$ cat src/rtl/rr_grant_scheduler_8.sv
// rr_grant_scheduler_8: round-robin scheduler that holds one grant among N_REQ requesters until done or abort.
// Define SCHED_TIMEOUT_EN to revoke grants held for MAX_HOLD cycles and pulse timeout.

module rr_grant_scheduler_8_lane #(
  parameter int N_REQ = 8,
  parameter int IDX_W = 3,
  parameter int LANE  = 0
) (
  input  logic [N_REQ-1:0] req,
  input  logic [IDX_W-1:0] ptr,
  output logic             cand,
  output logic [IDX_W-1:0] idx
);
  // N_REQ is a power of two, so the IDX_W-bit add wraps modulo N_REQ
  assign idx  = ptr + IDX_W'(LANE);
  assign cand = req[idx];
endmodule

module rr_grant_scheduler_8 #(
  parameter int N_REQ    = 8,
  parameter int IDX_W    = $clog2(N_REQ),
  parameter int MAX_HOLD = 16
) (
  input  logic             clk,
  input  logic             rst_n,
  input  logic             en,
  input  logic [N_REQ-1:0] req,
  input  logic             done,
  output logic [N_REQ-1:0] grant,
  output logic [IDX_W-1:0] grant_idx,
  output logic             grant_valid,
  output logic             timeout
);
  typedef enum logic {IDLE, BUSY} state_t;

  state_t                      state;
  logic [IDX_W-1:0]            ptr;
  logic [N_REQ-1:0]            lane_cand;
  logic [N_REQ-1:0][IDX_W-1:0] lane_idx;
  logic [IDX_W-1:0]            win_idx;
  logic                        rel;
  logic                        expire;

  if (MAX_HOLD < 2 || MAX_HOLD > 255) begin : g_bad_hold
    $error("rr_grant_scheduler_8: MAX_HOLD must be within 2..255");
  end

  // Lane k looks at requester (ptr + k), i.e. the k-th slot of the scan order
  for (genvar g = 0; g < N_REQ; g++) begin : g_lane
    rr_grant_scheduler_8_lane #(
      .N_REQ(N_REQ),
      .IDX_W(IDX_W),
      .LANE (g)
    ) u_lane (
      .req (req),
      .ptr (ptr),
      .cand(lane_cand[g]),
      .idx (lane_idx[g])
    );
  end

  always_comb begin
    win_idx = '0;
    for (int k = N_REQ - 1; k >= 0; k--)
      if (lane_cand[k]) win_idx = lane_idx[k];
  end

  assign rel = done || !req[grant_idx];

`ifdef SCHED_TIMEOUT_EN
  localparam logic [7:0] HOLD_LAST = 8'(MAX_HOLD - 1);
  logic [7:0] hold_cnt;
  assign expire = (hold_cnt == HOLD_LAST);
`else
  assign expire  = 1'b0;
  assign timeout = 1'b0;
`endif

  always_ff @(posedge clk) begin
    if (!rst_n) begin
      state       <= IDLE;
      grant       <= '0;
      grant_idx   <= '0;
      grant_valid <= 1'b0;
      ptr         <= '0;
`ifdef SCHED_TIMEOUT_EN
      hold_cnt    <= '0;
      timeout     <= 1'b0;
`endif
    end else begin
`ifdef SCHED_TIMEOUT_EN
      timeout <= 1'b0;
`endif
      case (state)
        IDLE: begin
          if (en && |req) begin
            state       <= BUSY;
            grant       <= N_REQ'(1) << win_idx;
            grant_idx   <= win_idx;
            grant_valid <= 1'b1;
`ifdef SCHED_TIMEOUT_EN
            hold_cnt    <= '0;
`endif
          end
        end
        BUSY: begin
          // A real release takes precedence over the hold limit
          if (rel || expire) begin
            state       <= IDLE;
            grant       <= '0;
            grant_idx   <= '0;
            grant_valid <= 1'b0;
            ptr         <= grant_idx + IDX_W'(1);
`ifdef SCHED_TIMEOUT_EN
            timeout     <= expire && !rel;
`endif
          end else begin
`ifdef SCHED_TIMEOUT_EN
            hold_cnt <= hold_cnt + 8'd1;
`endif
          end
        end
        default: state <= IDLE;
      endcase
    end
  end
endmodule

$ cat config.mk
export PLATFORM = sky130hd
export DESIGN_NAME = rr_grant_scheduler_8
export DESIGN_NICKNAME = d
export VERILOG_FILES = /design/src/rtl/rr_grant_scheduler_8.sv
export SDC_FILE = /design/constraint.sdc
export NUM_CORES = 1
export LEC_CHECK = 0
export ABC_AREA = 1
export BUFFER_PORTS_ARGS = -buffer_cell sky130_fd_sc_hd__buf_2
export CORE_ASPECT_RATIO = 0.8
export CORE_UTILIZATION = 45
export CTS_BUF_LIST = sky130_fd_sc_hd__clkbuf_4
export CTS_CLUSTER_SIZE = 10
export DETAILED_ROUTE_END_ITERATION = 16
export SYNTH_ARGS = -nofsm -noshare
export SYNTH_HDL_FRONTEND = slang
export SYNTH_HIERARCHICAL = 1
export SYNTH_SLANG_ARGS = --single-unit
$ cat constraint.sdc
create_clock -name clk -period 4.75 [get_ports clk]
set_input_delay 0.2375 -clock clk [delete_from_list [all_inputs] [get_ports clk]]
set_output_delay 0.2375 -clock clk [all_outputs]
set_load 0.02 [all_outputs]
==> results of run 1 <==
-- report_power, final --
group / switching [uW] / internal (uW) / leakage [uW]
clock: 45.8 / 29.4 / 0.0000138
sequential: 23.7 / 148 / 0.000131
combinational: 241 / 128 / 0.00128
-- worst register-to-register path, cell delays in order (launching register included) --
cell and delay (ps):
dfxtp_1 910, ha_1 420, inv_1 100, nand3_1 80, nand2_1 70, nand2_1 50
nand2_1 130, inv_1 80, or2_0 210, nand3_1 80, nand2_1 50, nand2_1 60
nand2_1 60, nand2_1 80, nand3_1 100, inv_1 140, nand2_1 70, a21oi_1 160
-- how the worst max path moves through the flow --
stage,start,to,depth (start not counted)
after floorplan,ptr[0]$_SDFFE_PN0P_,grant[3]$_SDFFE_PN0P_,19
after global placement,ptr[0]$_SDFFE_PN0P_,grant[2]$_SDFFE_PN0P_,17
after detailed placement,ptr[0]$_SDFFE_PN0P_,grant[3]$_SDFFE_PN0P_,17
after CTS,ptr[0]$_SDFFE_PN0P_,grant[3]$_SDFFE_PN0P_,17
after global routing,ptr[0]$_SDFFE_PN0P_,grant[3]$_SDFFE_PN0P_,17
final,ptr[0]$_SDFFE_PN0P_,grant[3]$_SDFFE_PN0P_,17
-- layout make-up --
class | instances | area share
multi-input combinational | 274 | 0.567
inverter | 118 | 0.193
sequential | 16 | 0.140
timing repair buffer | 25 | 0.0568
tap | 60 | 0.0328
clock buffer | 3 | 0.00984
-- per-layer routing --
metal	global-route usage	routed length, um	vias to the layer above
met1	0.357	3030	981
met5	0	0	-
met3	0.0300	206	2
met2	0.371	2220	43
met4	0.0159	15	0
li1	-	-	1271
-- placed cells by master, fill, tap and decap left out, drive strengths merged --
cell | synthesis | final
nand2 | 141 | 141
xor2 | 2 | 2
buf | 10 | 25
inv | 115 | 115
dfxtp | 16 | 16
a21boi | 2 | 2
o21ai | 6 | 6
nor2 | 31 | 31
xnor2 | 3 | 3
clkbuf | 1 | 3
a21oi | 27 | 27
o211ai | 2 | 2
nor4 | 1 | 1
conb | 1 | 1
nand3 | 48 | 48
ha | 5 | 5
clkinv | 3 | 3
nor3 | 1 | 1
nand3b | 2 | 2
or2 | 2 | 2
-- state kept, by name (all words and copies together), names as in the netlist --
signal	cells
grant	8
grant_idx	3
grant_valid	1
ptr	3
state	1
-- per-stage QoR --
stage                     power (uW)  utilization
after detailed placement         542        0.496
after floorplan                  466            -
after CTS                        617        0.501
final                            617        0.501
after global routing             687        0.501
after global placement           542        0.496
-- logic make-up after synthesis --
kind of cell	after synthesis
AND/OR/NAND/NOR	226
AO/OA/AOI/OAI	37
buffers and inverters	129
XOR/XNOR	5
other	1
adder cells (fa/ha/maj)	5
flip-flops	16
==> impl_metrics.json, run 1 <==
{
  "status": "complete, no violations",
  "dp_hpwl_mm": 3.97,
  "synth_nets": 436,
  "synth.most_common_cell": "nand2_1",
  "yosysWarnings": 6,
  "rsz0062_at_grt": "false",
  "reg2reg_depth": 17,
  "vias": 2297,
  "hold_depth": 3,
  "syn_area_per_cell_um2": 5.12,
  "yosys-top-cells-count": "nand2_1 (135), inv_1 (97), nand3_1 (44)",
  "postCtsResizedCells": 0,
  "postCtsSetupBuffers": 0,
  "layout-drive-gt1-share": 0.140,
  "synth-xor-area-share": 0.0344,
  "worst_pin_slew_ps": 904,
  "whs_ps": 201,
  "regArea_um2": 320,
  "holdBufCountCts": 0,
  "coreArea_um2": 4570,
  "cts_tree": "built",
  "finalHoldViolCount": 0,
  "crit_path_frequent_cell": "nand2_1",
  "critPathTopFamily": "simple AND/OR/NAND/NOR gates",
  "syn_inst": 419,
  "setup_tns_ps": 0,
  "yosys_register_bits": 16,
  "powerDensity_nw_per_um2": 269,
  "dp_cells": 493,
  "finalCriticalPeriod_ps": 2950,
  "die_w_um": 79.2,
  "cp_cell_sequence": "ha_1 > inv_1 > nand3_1 > nand2_1 > nand2_1 > nand2_1 > inv_1 > or2_0 > nand3_1 > nand2_1 > nand2_1 > nand2_1 > nand2_1 > nand3_1 > inv_1 > nand2_1 > a21oi_1",
  "overflow": 0,
  "antenna_found_initial": 0,
  "ant_nets": 0,
  "pre_cts_slack_ps": 1860,
  "crit_required_ps": 4960,
  "fillers": 526,
  "final-setup-viol-count": 0,
  "post_drt_wl_per_cell_um": 11.0,
  "max_stage_delay_ps": 910,
  "wirelength_mm": 5.47,
  "clkTransAtPathRegs_ps": 100,
  "synth.area.top_cells": "nand2_1 (24%), inv_1 (17%), dfxtp_1 (15%)",
  "ios": 25,
  "synth_compound_area_frac": 0.0910,
  "multi_input_area_um2": 1300,
  "area_growth_pct": 6.77,
  "synth_edf_count": 0,
  "max-slew-margin-rel": 0.397,
  "synth.distinct_cells": 27,
  "peakVddDrop_v": 0.000183,
  "clkSinkCount": 16,
  "worst_slack_ps": 1800,
  "insertion_delay_ps": 290,
  "yosys.area.top_type_share": 0.236,
  "place_area_um2": 2270,
  "reg2reg_from": "ptr[0]$_SDFFE_PN0P_",
  "ff2ff_setup_slack_ps": 1800,
  "worstReg2RegEnd": "grant[3]$_SDFFE_PN0P_",
  "async_reset_ff_frac": 0,
  "first_iter_violations": 124,
  "crit_type": "flip-flop to flip-flop",
  "min_to": "ptr[1]$_SDFFE_PN0P_",
  "io_buffers": 23,
  "cap_violations": 0,
  "seq_area_frac_synth": 0.149,
  "num_antenna_cells": 0,
  "synth_top_area_cell": "nand2_1",
  "syn-cell-area_um2": 2140,
  "avgViaCountPerCell": 4.63,
  "synth-main-ff-cell": "dfxtp_1",
  "min-delay-path-class": "primary input to flip-flop",
  "cellLeakagePower_uw": 0.00142,
  "die_h_um": 63.7,
  "final_nets": 455,
  "endpoint_kind": "flip-flop",
  "cp_slowest_cell": "dfxtp_1",
  "place_congestion": 0.798,
  "cts.path.max_buffers": 2,
  "synth_fa_ha_area_frac": 0.0292,
  "grt_pass1_wl_mm": 9.57,
  "drc": 0,
  "fmax_mhz": 339,
  "crit_arrival_ps": 3160,
  "grt_max_degree": 26,
  "min-delay-start": "rst_n",
  "rows": 22,
  "synth_top_family_by_area": "simple AND/OR/NAND/NOR gates",
  "final_area_um2": 2290,
  "cts_buffers": 3,
  "grt_pass1_vias": 2080,
  "fin_cells": 496,
  "cp_max_fo": 25,
  "finClkSkew_ps": 3.06,
  "muxShareOfSynthArea": 0,
  "start_kind": "flip-flop",
  "cp_num_buf_inv": 3,
  "htreeDepth": 1,
  "grtUsageTotal": 0.237,
  "synthSimpleGateAreaFrac": 0.449,
  "drt_first_pass_iters": 4,
  "cts_root_buffer": "clkbuf_4",
  "drv_slew": 0,
  "fp.dieArea_um2": 5050,
  "start_util": 0.469,
  "fin_crit_sh": 0.621
}
No activity file was read; power rests on OpenSTA's default activity.
==> run 2, diff against run 1 <==
--- a/config.mk
+++ b/config.mk
@@ -12,6 +12,7 @@
 export CTS_BUF_LIST = sky130_fd_sc_hd__clkbuf_4
 export CTS_CLUSTER_SIZE = 10
 export DETAILED_ROUTE_END_ITERATION = 16
+export PLACE_DENSITY = 0.67
 export SYNTH_ARGS = -nofsm -noshare
 export SYNTH_HDL_FRONTEND = slang
 export SYNTH_HIERARCHICAL = 1
==> constraint.sdc (replaced) <==
create_clock -name clk -period 2.45 [get_ports clk]
set_input_delay 0.1225 -clock clk [delete_from_list [all_inputs] [get_ports clk]]
set_output_delay 0.1225 -clock clk [all_outputs]
set_load 0.02 [all_outputs]
==> run 2 against run 1 <==
Effect of this change: flip-flop and latch count unchanged; clock power increased by 99%; setup slack got worse by 1500 ps; count of clock-buffer cells in the layout unchanged; sequential power increased by 85%.
==> impl_metrics.json, run 2 (same netlist as run 1, synthesis figures left out) <==
{
  "drc": 0,
  "wirelength_mm": 5.45,
  "layout_commonest_cell": "nand2_1",
  "place_area_um2": 2310,
  "finClkSkew_ps": 2.23,
  "cap_violations": 0,
  "io_buffers": 23,
  "reg2reg_depth": 16,
  "insertion_delay_ps": 290,
  "critPathTopFamily": "simple AND/OR/NAND/NOR gates",
  "cp_max_fo": 7,
  "crit_arrival_ps": 2400,
  "cts_tree": "built",
  "min-delay-path-class": "primary input to flip-flop",
  "first_iter_violations": 158,
  "drv_slew": 0,
  "rsz0062_at_grt": "false",
  "cp_slowest_cell": "dfxtp_4",
  "clkTransAtPathRegs_ps": 100,
  "start_kind": "flip-flop",
  "drt_first_pass_iters": 4,
  "ff2ff_setup_slack_ps": 280,
  "overflow": 0,
  "layout_common_cells": "nand2_1 (134), inv_1 (97), nand3_1 (44)",
  "cts_buffers": 3,
  "die_h_um": 63.7,
  "layout-drive-gt1-share": 0.167,
  "dp_cells": 499,
  "cp_cell_sequence": "inv_2 > ha_1 > inv_1 > nand3_1 > nand2_1 > nand2_1 > nand2_1 > a21oi_1 > nand2_1 > nand2_1 > nand2_1 > nand2_1 > nand2_2 > nor2_1 > nand2_1 > a21oi_1",
  "post-route-util": 0.522,
  "cts_root_buffer": "clkbuf_4",
  "num_antenna_cells": 0,
  "reg2reg_from": "ptr[0]$_SDFFE_PN0P_",
  "final-setup-viol-count": 0,
  "grt_pass1_wl_mm": 9.16,
  "reg_top3": "grant: 8 flops, grant_idx: 3 flops, ptr: 3 flops",
  "place_congestion": 0.897,
  "grt_pass1_vias": 2018,
  "coreArea_um2": 4570,
  "clkSinkCount": 16,
  "hold_depth": 3,
  "grtUsageTotal": 0.226,
  "crit_path_frequent_cell": "nand2_1",
  "finalHoldViolCount": 0,
  "cellLeakagePower_uw": 0.00146,
  "fin_crit_sh": 0.886,
  "endpoint_kind": "flip-flop",
  "holdBufCountCts": 0,
  "final_nets": 462,
  "crit_start": "ptr[0]$_SDFFE_PN0P_",
  "ios": 25,
  "fin_cells": 504,
  "max_stage_delay_ps": 420,
  "crit_type": "flip-flop to flip-flop",
  "fmax_mhz": 461,
  "powerDensity_nw_per_um2": 520,
  "regMostFlops": "grant",
  "die_w_um": 79.2,
  "status": "complete, no violations",
  "cp_num_buf_inv": 2,
  "grt_max_degree": 21,
  "fillers": 503,
  "largest_register_ffs": 8,
  "crit_required_ps": 2680,
  "peakVddDrop_v": 0.000323,
  "worstReg2RegEnd": "grant[0]$_SDFFE_PN0P_",
  "setup_tns_ps": 0,
  "dp_hpwl_mm": 4.04,
  "avgViaCountPerCell": 4.63,
  "fp.dieArea_um2": 5050,
  "area_growth_pct": 11.2,
  "min-delay-start": "rst_n",
  "rows": 22,
  "vias": 2335,
  "ant_nets": 0,
  "start_util": 0.469,
  "power_uw": 1240,
  "cts.path.max_buffers": 2,
  "post_drt_wl_per_cell_um": 10.8,
  "htreeDepth": 1,
  "finalCriticalPeriod_ps": 2170,
  "min_to": "ptr[0]$_SDFFE_PN0P_",
  "antenna_found_initial": 0,
  "final_area_um2": 2380
}
run 2: cell count changes in the layout (fill, tap and decap cells not counted):
cell,delta
nand2_2,+1
clkinv_1,+1
nor2_1,-1
buf_6,+1
dfxtp_1,-2
ha_1,-2
nor2_2,+1
dfxtp_2,+1
ha_4,+2
dfxtp_4,+1
nand2_1,-1
buf_4,+6
run 2: worst max-delay path by stage:
| stage | slack (ps) | endpoint | cells after the start |
|---|---|---|---|
| final | 280 | grant[0]$_SDFFE_PN0P_ | 16 |
| after global routing | 30 | grant[1]$_SDFFE_PN0P_ | 19 |
| after CTS | 160 | grant[7]$_SDFFE_PN0P_ | 19 |
| after detailed placement | 190 | grant[7]$_SDFFE_PN0P_ | 19 |
| after global placement | 230 | grant[0]$_SDFFE_PN0P_ | 17 |
| after floorplan | 30 | grant[3]$_SDFFE_PN0P_ | 19 |
run 2: worst register-to-register path: cells and delay by family (launching register included):
kind / cells / cell delay (ps)
fa+ha+maj: 1 / 350
simple gates: 11 / 870
compound gates: 2 / 270
flops: 1 / 420
buf+inv: 2 / 190
run 2: per-layer routing:
| metal | share of wire | wire length (um) | vias to the layer above | track usage |
|---|---|---|---|---|
| met5 | 0 | 0 | - | 0 |
| met4 | 0.0013 | 7 | 0 | 0.0205 |
| met3 | 0.075 | 408 | 2 | 0.0214 |
| met2 | 0.42 | 2270 | 59 | 0.355 |
| met1 | 0.51 | 2770 | 996 | 0.345 |
| li1 | - | - | 1278 | - |
run 2: per-stage QoR:
step,worst slack (ps),hold slack [ps]
4_1_cts,164,96.1
3_5_place_dp,188,412
2_1_floorplan,31.8,253
3_3_place_gp,228,417
5_1_grt,25.9,109
6_report,279,90.8
run 2: final cells by class:
type                            count  area, um^2  share of cell area
Timing Repair Buffer               32         186              0.0782
Sequential cell                    16         325               0.136
Inverter                          118         443               0.186
Clock inverter                      1        3.75             0.00157
Tap cell                           60        75.1              0.0315
Multi-Input combinational cell    274        1330               0.557
Clock buffer                        3        22.5             0.00944
run 2: where the power goes:
| group | switching (uW) | internal (uW) | total (uW) |
|---|---|---|---|
| Sequential | 30.4 | 288 | 318 |
| Combinational | 497 | 274 | 771 |
| Clock | 90.5 | 59.3 | 150 |
| Total | 618 | 621 | 1240 |
run 2: what timing repair did:
action | in CTS | in global routing
gates resized for setup | 0 | 7
endpoints found under the setup margin | 0 | 9
buffers inserted | 0 | 1
==> run 3, diff against run 2 <==
--- a/config.mk
+++ b/config.mk
@@ -5,14 +5,13 @@
 export SDC_FILE = /design/constraint.sdc
 export NUM_CORES = 1
 export LEC_CHECK = 0
-export ABC_AREA = 1
 export BUFFER_PORTS_ARGS = -buffer_cell sky130_fd_sc_hd__buf_2
 export CORE_ASPECT_RATIO = 0.8
 export CORE_UTILIZATION = 45
 export CTS_BUF_LIST = sky130_fd_sc_hd__clkbuf_4
 export CTS_CLUSTER_SIZE = 10
 export DETAILED_ROUTE_END_ITERATION = 16
-export PLACE_DENSITY = 0.67
+export PLACE_DENSITY = 0.68
 export SYNTH_ARGS = -nofsm -noshare
 export SYNTH_HDL_FRONTEND = slang
 export SYNTH_HIERARCHICAL = 1
==> run 3 against run 2 <==
Effect of this change: the flow now finishes with violations (negative setup slack); critical endpoint is now grant[4]$_SDFFE_PN0P_; largest cell class unchanged; clock power is 5% lower; flip-flop and latch count stayed put; combinational power is 31% lower; critical path type unchanged; via count is 33% lower; sequential power is 6% lower; first-iteration DRC count is 28% higher; core utilization is 11 points higher; register-to-register slack worse by 600 ps; cell count is 50% lower.
==> impl_metrics.json, run 3 <==
{
  "syn_inst": 159,
  "finClkSkew_ps": 3.89,
  "p_comb_frac": 0.548,
  "io_buffers": 23,
  "rsz0062_at_grt": "true",
  "async_reset_ff_frac": 0,
  "fin_crit_sh": 1.13,
  "first_iter_violations": 202,
  "place_congestion": 0.914,
  "synth_top_area_cell": "mux4_1",
  "min-delay-path-class": "primary input to flip-flop",
  "yosysWarnings": 6,
  "area_growth_pct": 29.2,
  "rows": 19,
  "status": "finished, violations left",
  "final-setup-viol-count": 11,
  "start_kind": "flip-flop",
  "syn_area_per_cell_um2": 10.7,
  "largest_register_ffs": 8,
  "cts_root_buffer": "clkbuf_4",
  "fin_cells": 254,
  "ant_nets": 0,
  "final_nets": 230,
  "setup_tns_ps": -3020,
  "crit_arrival_ps": 2960,
  "dp_hpwl_mm": 3.06,
  "dp_cells": 239,
  "pre_cts_slack_ps": -415,
  "p_sw_frac": 0.369,
  "avgViaCountPerCell": 6.19,
  "synth.area.top_cells": "mux4_1 (25%), dfxtp_1 (19%), mux2_2 (5.3%)",
  "critPathTopFamily": "compound AO/OA/AOI/OAI gates",
  "synth_edf_count": 0,
  "synth-main-ff-cell": "dfxtp_1",
  "grt_pass1_vias": 1505,
  "grt_max_degree": 12,
  "crit_required_ps": 2640,
  "drc": 0,
  "ff2ff_setup_slack_ps": -320,
  "layout_commonest_cell": "buf_4",
  "cts_tree": "built",
  "p_int_uw": 616,
  "max_stage_delay_ps": 400,
  "cts_buffers": 3,
  "grt_pass1_wl_mm": 7.09,
  "drv_slew": 0,
  "cap_violations": 0,
  "clkPwrFrac": 0.145,
  "cp_slowest_cell": "dfxtp_4",
  "cp_cell_sequence": "clkbuf_16 > ha_4 > mux4_2 > mux2_4 > a221o_1 > a311o_1 > a41o_1 > and3_4 > a32o_2",
  "seq_power_share": 0.307,
  "regMostFlops": "grant",
  "fmax_mhz": 361,
  "cp_num_buf_inv": 1,
  "synth.distinct_cells": 49,
  "endpoint_kind": "flip-flop",
  "fp.dieArea_um2": 4050,
  "crit_type": "flip-flop to flip-flop",
  "yosys.area.top_type_share": 0.246,
  "clkSinkCount": 16,
  "post_drt_wl_per_cell_um": 18.2,
  "yosys_register_bits": 16,
  "p_switching_uw": 360,
  "num_antenna_cells": 0,
  "syn-cell-area_um2": 1710,
  "ios": 25,
  "layout_common_cells": "buf_4 (35), buf_2 (23), inv_1 (15)",
  "yosys-top-cells-count": "dfxtp_1 (16), inv_1 (16), mux4_1 (16)",
  "coreArea_um2": 3520,
  "layout-drive-gt1-share": 0.519,
  "cts.path.max_buffers": 2,
  "overflow": 0,
  "insertion_delay_ps": 290,
  "cellLeakagePower_uw": 0.000953,
  "powerDensity_nw_per_um2": 442,
  "peakVddDrop_v": 0.000373,
  "grtUsageTotal": 0.222,
  "antenna_found_initial": 0,
  "cp_max_fo": 7,
  "start_util": 0.485,
  "clkTransAtPathRegs_ps": 90,
  "drt_first_pass_iters": 5,
  "reg_top3": "grant: 8 flops, grant_idx: 3 flops, ptr: 3 flops",
  "die_w_um": 70.9,
  "synth_nets": 176,
  "power_uw": 976,
  "wirelength_mm": 4.63,
  "htreeDepth": 1,
  "violations": "negative setup slack",
  "post-route-util": 0.627,
  "vias": 1571,
  "worst_slack_ps": -322,
  "finalCriticalPeriod_ps": 2770,
  "holdBufCountCts": 0,
  "die_h_um": 57.1,
  "seq_area_frac_synth": 0.188,
  "finalHoldViolCount": 0
}
run 3: path summary, 6_finish.rpt:
check | startpoint | to | cells past startpoint
min | rst_n | ptr[1]$_SDFFE_PN0P_ | 3
max reg2reg | ptr[0]$_SDFFE_PN0P_ | grant[4]$_SDFFE_PN0P_ | 9
min reg2reg | grant_valid$_SDFFE_PN0P_ | grant_valid$_SDFFE_PN0P_ | 2
max | ptr[0]$_SDFFE_PN0P_ | grant[4]$_SDFFE_PN0P_ | 9
run 3: through the flow:
stage	hold WS [ps]	instance area, um^2
floorplan	262	1710
global placement	423	1970
detailed placement	437	1970
CTS	118	2120
global route	122	2210
finish	124	2210
run 3: worst min-delay path, cell delays in order:
cell	delay, ps
buf_2	130
nand2_1	70
o21ai_1	50
run 3: cell type report:
| type | count | area, um^2 |
|---|---|---|
| Fill cell | 276 | 1310 |
| Multi-Input combinational cell | 114 | 1300 |
| Timing Repair Buffer | 61 | 434 |
| Sequential cell | 16 | 328 |
| Inverter | 17 | 63.8 |
| Tap cell | 42 | 52.6 |
| Clock buffer | 3 | 22.5 |
| Clock inverter | 1 | 3.75 |
run 3: logic make-up (layout without fill, tap and decap cells):
| logic type | after synthesis | count (layout) | share of synthesized area |
|---|---|---|---|
| compound gates | 41 | 41 | 0.206 |
| simple gates | 32 | 32 | 0.105 |
| buf+inv | 29 | 82 | 0.0967 |
| mux | 28 | 28 | 0.330 |
| flops | 16 | 16 | 0.188 |
| xor+xnor | 7 | 7 | 0.0359 |
| fa+ha+maj | 5 | 5 | 0.0366 |
| other cells | 1 | 1 | 0.00220 |
run 3: power groups by stage:
stage               Clock (uW)  Sequential (uW)  Combinational [uW]
global placement             0              311                 416
finish                     142              299                 535
global route               153              301                 569
detailed placement           0              313                 426
CTS                        144              298                 482
floorplan                    0              323                 284
run 3: timing repair:
| item | in CTS | in global routing |
|---|---|---|
| hold endpoints to repair | 0 | 0 |
| pin swaps | 1 | 2 |
| cloned | 0 | 1 |
| resized for setup | 20 | 14 |
| endpoints found under the setup margin | 11 | 11 |
| setup buffers | 5 | 5 |
run 3: per-layer routing:
layer	routed length (um)	track usage	part of all wire
met1	2070	0.288	0.45
met4	65	0.0314	0.014
met5	0	0	0
met3	204	0.0424	0.044
met2	2290	0.397	0.49
